===== config.mk =====
export PLATFORM = sky130hd
export DESIGN_NAME = inst_prefetch_flat
export DESIGN_NICKNAME = d
export VERILOG_FILES = /design/src/rtl/inst_prefetch_if.sv /design/src/rtl/inst_prefetch.sv /design/src/flat_wrapper.sv
export SDC_FILE = /design/constraint.sdc
export NUM_CORES = 1
export LEC_CHECK = 0
export CORE_MARGIN = 2
export CORE_UTILIZATION = 45
export DETAILED_ROUTE_END_ITERATION = 7
export GPL_TIMING_DRIVEN = 1
export PLACE_DENSITY = 0.72
export SYNTH_ARGS = -nofsm -noshare
export SYNTH_HDL_FRONTEND = slang
export SYNTH_SLANG_ARGS = --single-unit

===== constraint.sdc =====
create_clock -name clk -period 3.13 [get_ports clk]
set_input_delay 0.313 -clock clk [delete_from_list [all_inputs] [get_ports clk]]
set_output_delay 0.313 -clock clk [all_outputs]
set_load 0.1 [all_outputs]

===== src/rtl/inst_prefetch_if.sv =====
// Bus bundle between the instruction prefetch unit, program memory and decoder.
// The master modport is the prefetch side; the slave modport is its environment.
interface inst_prefetch_if #(
  parameter int ADDR_W = 16
);
  logic              mem_req;
  logic [ADDR_W-1:0] mem_addr;
  logic              mem_ack;
  logic [7:0]        mem_data;
  logic              redirect;
  logic [ADDR_W-1:0] redirect_pc;
  logic              inst_valid;
  logic              inst_ready;
  logic [15:0]       inst;
  logic [1:0]        inst_bytes;
  logic [ADDR_W-1:0] inst_pc;
  logic              inst_zero_arg;
  logic              inst_one_arg;

  modport master (
    output mem_req, mem_addr, inst_valid, inst, inst_bytes, inst_pc,
           inst_zero_arg, inst_one_arg,
    input  mem_ack, mem_data, redirect, redirect_pc, inst_ready
  );

  modport slave (
    input  mem_req, mem_addr, inst_valid, inst, inst_bytes, inst_pc,
           inst_zero_arg, inst_one_arg,
    output mem_ack, mem_data, redirect, redirect_pc, inst_ready
  );
endinterface


===== src/rtl/inst_prefetch.sv =====
// Byte-wide instruction prefetch: queues program bytes and assembles 1- or
// 2-byte instructions (head bit 7 selects length) for the decoder.
module inst_prefetch #(
  parameter int                 DEPTH    = 4,
  parameter int                 ADDR_W   = 16,
  parameter logic [ADDR_W-1:0]  RESET_PC = '0
) (
  input  logic            clk,
  input  logic            rst_n,
  inst_prefetch_if.master bus
);
  localparam int PTR_W = $clog2(DEPTH);
  localparam int CNT_W = PTR_W + 1;

  logic [7:0]        r_queue [DEPTH];
  logic [PTR_W-1:0]  r_rdPtr;
  logic [PTR_W-1:0]  r_wrPtr;
  logic [CNT_W-1:0]  r_count;
  logic [ADDR_W-1:0] r_fetchPc;
  logic [ADDR_W-1:0] r_headPc;
  logic              r_run;

  logic [7:0]        w_headByte;
  logic [7:0]        w_nextByte;
  logic              w_valid;
  logic              w_memReq;
  logic              w_push;
  logic              w_pop;
  logic [1:0]        w_popBytes;
  logic [CNT_W-1:0]  w_countNext;

  assign w_headByte = r_queue[r_rdPtr];
  assign w_nextByte = r_queue[r_rdPtr + PTR_W'(1)];
  assign w_valid    = (r_count != '0) && (!w_headByte[7] || (r_count >= CNT_W'(2)));
  assign w_memReq   = r_run && (r_count < CNT_W'(DEPTH));
  assign w_popBytes = w_headByte[7] ? 2'd2 : 2'd1;
  assign w_push     = w_memReq & bus.mem_ack;
  assign w_pop      = w_valid & bus.inst_ready;

  always_comb begin
    w_countNext = r_count + CNT_W'(w_push) - (w_pop ? CNT_W'(w_popBytes) : '0);
  end

  assign bus.mem_req       = w_memReq;
  assign bus.mem_addr      = r_fetchPc;
  assign bus.inst_valid    = w_valid;
  assign bus.inst          = w_valid ? {w_headByte, (w_headByte[7] ? w_nextByte : 8'h00)} : 16'h0000;
  assign bus.inst_bytes    = w_valid ? w_popBytes : 2'd0;
  assign bus.inst_pc       = r_headPc;
  assign bus.inst_zero_arg = w_valid && !w_headByte[7];
  assign bus.inst_one_arg  = w_valid && (w_headByte[7:6] == 2'b10);

  // Queue storage needs no reset: r_count gates every read of it.
  always_ff @(posedge clk) begin
    if (w_push) begin
      r_queue[r_wrPtr] <= bus.mem_data;
    end
  end

  always_ff @(posedge clk or negedge rst_n) begin
    if (!rst_n) begin
      r_rdPtr   <= '0;
      r_wrPtr   <= '0;
      r_count   <= '0;
      r_fetchPc <= RESET_PC;
      r_headPc  <= RESET_PC;
      r_run     <= 1'b0;
    end else begin
      r_run <= 1'b1;
      // Redirect discards both the byte acked and the instruction handed over this cycle.
      if (bus.redirect) begin
        r_rdPtr   <= '0;
        r_wrPtr   <= '0;
        r_count   <= '0;
        r_fetchPc <= bus.redirect_pc;
        r_headPc  <= bus.redirect_pc;
      end else begin
        r_count <= w_countNext;
        if (w_push) begin
          r_wrPtr   <= r_wrPtr + PTR_W'(1);
          r_fetchPc <= r_fetchPc + ADDR_W'(1);
        end
        if (w_pop) begin
          r_rdPtr  <= r_rdPtr + PTR_W'(w_popBytes);
          r_headPc <= r_headPc + ADDR_W'(w_popBytes);
        end
      end
    end
  end
endmodule


===== src/flat_wrapper.sv =====
// flat-port wrapper written by rule: the top's interface ports become plain ports
module inst_prefetch_flat 
#(
  parameter int                 DEPTH    = 4,
  parameter int                 ADDR_W   = 16,
  parameter logic [ADDR_W-1:0]  RESET_PC = '0
)
  (clk, rst_n, bus_mem_req, bus_mem_addr, bus_inst_valid, bus_inst, bus_inst_bytes, bus_inst_pc, bus_inst_zero_arg, bus_inst_one_arg, bus_mem_ack, bus_mem_data, bus_redirect, bus_redirect_pc, bus_inst_ready);
  inst_prefetch_if #(.ADDR_W(ADDR_W)) bus_i ();
  input  logic clk;
  input  logic rst_n;
  output wire logic [$bits(bus_i.mem_req)-1:0] bus_mem_req;
  output wire logic [$bits(bus_i.mem_addr)-1:0] bus_mem_addr;
  output wire logic [$bits(bus_i.inst_valid)-1:0] bus_inst_valid;
  output wire logic [$bits(bus_i.inst)-1:0] bus_inst;
  output wire logic [$bits(bus_i.inst_bytes)-1:0] bus_inst_bytes;
  output wire logic [$bits(bus_i.inst_pc)-1:0] bus_inst_pc;
  output wire logic [$bits(bus_i.inst_zero_arg)-1:0] bus_inst_zero_arg;
  output wire logic [$bits(bus_i.inst_one_arg)-1:0] bus_inst_one_arg;
  input wire logic [$bits(bus_i.mem_ack)-1:0] bus_mem_ack;
  input wire logic [$bits(bus_i.mem_data)-1:0] bus_mem_data;
  input wire logic [$bits(bus_i.redirect)-1:0] bus_redirect;
  input wire logic [$bits(bus_i.redirect_pc)-1:0] bus_redirect_pc;
  input wire logic [$bits(bus_i.inst_ready)-1:0] bus_inst_ready;
  assign bus_mem_req = bus_i.mem_req;
  assign bus_mem_addr = bus_i.mem_addr;
  assign bus_inst_valid = bus_i.inst_valid;
  assign bus_inst = bus_i.inst;
  assign bus_inst_bytes = bus_i.inst_bytes;
  assign bus_inst_pc = bus_i.inst_pc;
  assign bus_inst_zero_arg = bus_i.inst_zero_arg;
  assign bus_inst_one_arg = bus_i.inst_one_arg;
  assign bus_i.mem_ack = bus_mem_ack;
  assign bus_i.mem_data = bus_mem_data;
  assign bus_i.redirect = bus_redirect;
  assign bus_i.redirect_pc = bus_redirect_pc;
  assign bus_i.inst_ready = bus_inst_ready;
  inst_prefetch #(.DEPTH(DEPTH), .ADDR_W(ADDR_W), .RESET_PC(RESET_PC)) u_core (.clk(clk), .rst_n(rst_n), .bus(bus_i));
endmodule

# Word-level counts from Yosys, hierarchy flattened

Memory sizes are Yosys's and may differ from the RTL's.
Index checks and enable logic that the tools add are counted.

Register bits after elaboration: 40
Memory bits (writable): 32
Output and inout bits: 54
Word-level logic and storage cells: 44
Memories kept: 1

Memories:

| memory         | depth | width | rd ports | clocked after memory_dff | wr ports | line                | RTL |
|---|---|---|---|---|---|---|---|
| u_core.r_queue | 4     | 8     | 2        | 0                        | 1        | inst_prefetch.sv:15 | `logic [7:0] r_queue [DEPTH];` |

$add $sub $neg: 7
Magnitude comparators: 2
Eq/ne operators: 1
Mux-type cells: 16
Bitwise operators: 2
Reduce and logical (&&, ||, !) cells: 9

Operator list:

| kind                                                                                 | count |
|---|---|
| 16-bit two-way mux                                                                   | 5 |
| 16-bit by 1-bit adder with 16-bit output (second input constant)                     | 1 |
| 16-bit by 2-bit adder with 16-bit output                                             | 1 |
| 2-bit two-way mux                                                                    | 7 |
| 8-bit two-way mux                                                                    | 1 |
| 2-bit by 1-bit adder with 2-bit output (second input constant)                       | 2 |
| 1-bit logical AND                                                                    | 4 |
| 2-bit nonzero test                                                                   | 2 |
| 3-bit by 1-bit adder with 3-bit output                                               | 1 |
| 3-bit by 2-bit greater-or-equal comparator with 1-bit output (second input constant) | 1 |
| 3-bit less-than comparator (second input constant)                                   | 1 |
| 3-bit two-way mux                                                                    | 1 |
| 3-bit nonzero test                                                                   | 1 |
| 3-bit subtractor                                                                     | 1 |
| 2-bit adder                                                                          | 1 |
| 1-bit AND                                                                            | 2 |
| 2-bit == test (second input constant)                                                | 1 |
| 1-bit two-way mux                                                                    | 2 |
| 1-bit logical NOT                                                                    | 1 |
| 1-bit logical OR                                                                     | 1 |

# Logic depth before layout (Yosys ltp)

An unclocked memory read counts as a cell.

Word-level depth: 8
Depth in mapped cells: 13
Depth with buffers taken out: 13

# Worst setup path before layout

OpenSTA, ideal clock, no wires.

Path type: reg-to-output
Start point: reg u_core.r_rdPtr[1]
End point: out bus_inst[6]
Data arrival time: 5.632 ns
Path slack: -2.815 ns
Stages on the path, launching flop included: 5
Buffers on the path: 1
Cells stage by stage: dfrtp_1 > buf_6 > mux2i_1 > o21a_1 > a2111oi_0

Word-level cells in the longest chain between the ends: 5
Elaborated cells on any way between the ends: 7
Those cells by class: 1 x add/sub; 2 x mux; 3 x reduce/logical; 1 x memory

RTL lines:

| element                   | line                | RTL |
|---|---|---|
| from (decl)               | inst_prefetch.sv:16 | `logic [PTR_W-1:0] r_rdPtr;` |
| from (signal assigned)    | inst_prefetch.sv:84 | `r_rdPtr <= r_rdPtr + PTR_W'(w_popBytes);` |
| memory read 4 x 8 bit (*) | --                  |  |
| 1-bit logical NOT         | inst_prefetch.sv:34 | `assign w_valid = (r_count != '0) && (!w_headByte[7] \|\| (r_count >= CNT_W'(2)));` |
| 1-bit logical OR          | inst_prefetch.sv:34 |  |
| 1-bit logical AND         | inst_prefetch.sv:34 |  |
| 16-bit two-way mux (*)    | inst_prefetch.sv:47 | `assign bus.inst = w_valid ? {w_headByte, (w_headByte[7] ? w_nextByte : 8'h00)} : 16'h0000;` |
| to (decl)                 | flat_wrapper.sv:15  | `output wire logic [$bits(bus_i.inst)-1:0] bus_inst;` |

Every way passes the cells marked *; elsewhere a longest branch is shown, timed or not.

# Worst setup path after layout

Start point: reg u_core.r_rdPtr[1]
End point: reg u_core.r_headPc[14] (netlist: u_core.bus.inst_pc[14])

Word-level cells in the longest chain between the ends: 6
Elaborated cells on any way between the ends: 10
Those cells by class: 1 x add/sub; 3 x mux; 1 x bitwise; 4 x reduce/logical; 1 x memory

RTL lines:

| element                                                                                          | line                | RTL |
|---|---|---|
| memory read 4 x 8 bit (*)                                                                        | --                  |  |
| parallel branches: the longest is 5 deep, another holds 16-bit by 2-bit adder with 16-bit output | --                  |  |
| to (signal assigned)                                                                             | inst_prefetch.sv:76 | `r_headPc <= bus.redirect_pc;` |
| to (signal assigned)                                                                             | inst_prefetch.sv:85 | `r_headPc <= r_headPc + ADDR_W'(w_popBytes);` |
| to (decl)                                                                                        | inst_prefetch.sv:20 | `logic [ADDR_W-1:0] r_headPc;` |

Mark *: on every way between the ends. The select of a mux whose other input is x is not followed.
A chain may end at the register's enable or synchronous reset.

==> summary.txt <==
Global route
  • First-pass GRT wire length: 13800 um
  • All-Layer GR Usage: 0.185
  • Largest net degree at the start of global routing: 41
  • Vias in the first global route: 2807
  • Congestion Overflow GR: 0
  • Initial antenna violation count: 0

Clock tree
  • Clock sinks: 72
  • CTS resizes: 0
  • Clock tree buffer depth: 2
  • CTS buffer count: 9
  • H-tree Lvls: 3
  • Hold bufs inserted after CTS: 0
  • Root buf cell: clkbuf_8
  • Worst skew pair latency: ~0.35 ns
  • Setup Buffers After CTS: 0
  • CTS tree: built
  • CTS clk-pin slew, worst paths: 0.08 ns

Pwr
  • Max IR drop VDD: roughly 0.0004 V
  • Static leakage: 0.00204 uW
  • Power Density: 902 nW/um2

Die
  • Die Wd: 97.0 um
  • Chip height: 97.0 um
  • Row count: 33
  • Number of I/O pins: 83
  • Die footprint: between 9000 and 10000 um2
  • Core Region: between 8000 and 9000 um2
  • Initial Utilization: 0.469

Placement
  • Placed cells: 493
  • PortBufs: 82
  • Final GP Congestion: 0.830
  • Post-place setup slack: 0.367 ns
  • Detailed Place HPWL: between 6000 and 7000 um

Run
  • Max cap viols: 0

Worst setup path
  • Slowest-stage cell, CP: dfrtp_1
  • Worst path arrival time: 3.00 ns
  • CP Class: reg -> reg
  • CP Max Fanout: 7
  • Worst r2r src: u_core.r_rdPtr[1]$_DFFE_PN0P_
  • Crit-path max cell delay: between 0.4 and 0.5 ns
  • Critical path required time: 3.37 ns
  • Crit path launch type: register
  • Start point of the critical path: u_core.r_rdPtr[1]$_DFFE_PN0P_
  • Crit path cell chain: buf_4, mux2i_1, o21a_1, ha_1, inv_1, fa_1, nor2_1, o211ai_2, xnor2_1, mux2_2
  • CP Capture Type: register

STA
  • Fmax achieved: 362 MHz
  • Final hold vios: 0
  • Post-route minimum period: 2.76 ns
  • Rel. slew slack: 0.343
  • Pins Over Slew Limit: 0
  • RSZ-0062 raised after global routing: no
  • Tightest Pin Transition: 0.983 ns
  • Post-route setup slack: 0.371 ns
  • Final setup viols: 0
  • Worst Skew: 0.00846 ns
  • Crit share post-route: 0.881
  • Fin Setup TNS: 0 ns

Route
  • DR vias: about 2700
  • DRT antenna net count: 0
  • Final WL: roughly 8300 um
  • DRC violations left: 0
  • Drt pass-1 iters: 4
  • Avg WL per Cell: 16.4 um
  • Drt initial violations: 68
  • Via density per instance: 5.33

Logic synthesis
  • Synth Flop Type: dfrtp_1
  • Syn_area_per_cell: approximately 13 um2
  • Cell taking the most area after synthesis: dfrtp_1
  • Syn Nets: between 300 and 400
  • Cells after synthesis: 310
  • Number of flops mapped to enable cells by yosys: 32
  • Top-count cell post-synth: dfrtp_1
  • Top cells by area, synth: dfrtp_1 (26%), edfxtp_1 (25%), mux4_2 (7.5%)
  • Synth Warn #: 0
  • Synthesized flop and latch total: 72
  • Post-synth top area share: 0.257
  • Register area share after synthesis: 0.505
  • Most frequent cells after synthesis: dfrtp_1 (40), edfxtp_1 (32), nor2_1 (25), xnor2_1 (25), mux2_2 (24)
  • Cell Area, Synth: 3890 um2
  • Distinct cell type count after synthesis: 45
  • Async set-reset flop share out of synthesis: 0.556

Layout
  • Filler Cell Count: 630
  • Multi-input gate area: 1800 um2
  • Antenna diode count: 0
  • Final core utilization: 0.627
  • FF+latch area: 1960 um2
  • Finished Layout Cells: slightly above 500
  • Area growth, synth to finish: 33.9%
  • Layout cells sized above 1: 0.262
  • Post-layout nets: 441

Outcome
  • Status: finished, final reports clean

Hold path
  • Min-delay worst type: in -> async
-- logic make-up (layout without fill, tap and decap cells) --
family	Yosys count	after routing	synth area share
AND/OR/NAND/NOR	83	83	0.111
AO/OA/AOI/OAI	35	35	0.0656
buffers and inverters	30	124	0.0370
other	1	1	0.000964
flip-flops	72	72	0.505
XOR/XNOR	32	32	0.0721
adder cells (fa/ha/maj)	13	13	0.0457
multiplexers	44	44	0.163
-- cell usage in the layout, fill, tap and decap left out, types with 11 or more instances in the layout --
master	synthesis	routed
nor2_1	25	23
ha_1	11	11
buf_4	3	25
edfxtp_1	32	32
clkdlybuf4s50_1	0	48
buf_12	0	20
mux4_2	13	13
dfrtp_1	40	40
a21oi_1	12	12
and2_1	11	11
xnor2_1	25	25
inv_1	13	13
mux2_2	24	24
-- final cells by class --
| cell class | count | area share |
|---|---|---|
| Timing Repair Buffer | 94 | 0.206 |
| Sequential cell | 72 | 0.377 |
| Clock inverter | 6 | 0.0115 |
| Clock buffer | 10 | 0.0245 |
| Multi-Input combinational cell | 208 | 0.346 |
| Tap cell | 105 | 0.0252 |
| Inverter | 14 | 0.0101 |
-- sequential cells by signal (all words and copies together) (netlist names) --
| register | count |
|---|---|
| u_core.bus.mem_addr | 16 |
| u_core.r_rdPtr | 2 |
| u_core.bus.inst_pc | 16 |
| u_core.r_wrPtr | 2 |
| u_core.r_run | 1 |
| u_core.r_count | 3 |
| u_core.r_queue | 32 |
-- per-layer routing --
metal	track usage	wire (um)	vias to the layer above
li1	-	-	1285
met1	0.241	3740	1314
met2	0.291	3920	96
met3	0.0549	462	20
met4	0.0758	219	0
met5	0	0	-
-- per-stage QoR --
step                cell area [um2]  power, uW  hold slack, ns
finish                         5210       4700          0.0923
global route                   5210       4880           0.145
CTS                            5210       4730           0.117
detailed placement             5020       4020           0.497
global placement               5020       3990           0.510
floorplan                      3910       3150          0.0174
-- worst max-delay path: cells and delay by family, from the launching register on --
| kind | cells | cell delay (ns) |
|---|---|---|
| xor+xnor | 1 | 0.14 |
| mux | 2 | 0.54 |
| flops | 1 | 0.43 |
| simple gates | 1 | 0.32 |
| compound gates | 2 | 0.38 |
| buf+inv | 2 | 0.25 |
| fa+ha+maj | 2 | 0.58 |
-- report_power, final --
group	switching [uW]	leakage [uW]	internal [uW]
logic	1840	0.00118	948
registers	106	0.000764	1090
clock network	348	0.0000953	364
-- path summary, 6_finish.rpt --
check,endpoint,slack (ns),depth (start not counted)
worst max-delay path,u_core.bus.inst_pc[14]$_DFFE_PN0P_,0.37,10
worst min-delay path,u_core.bus.mem_addr[12]$_DFFE_PN0P_,0.09,1
worst max register to register,u_core.bus.inst_pc[14]$_DFFE_PN0P_,0.37,10
worst min register to register,u_core.r_count[2]$_DFF_PN0_,0.61,2
max in group asynchronous,u_core.bus.inst_pc[0]$_DFFE_PN0P_,2.47,1
min in group clk,u_core.bus.mem_addr[0]$_DFFE_PN0P_,0.60,3
Note: power is estimated with default switching activity, not from simulation.
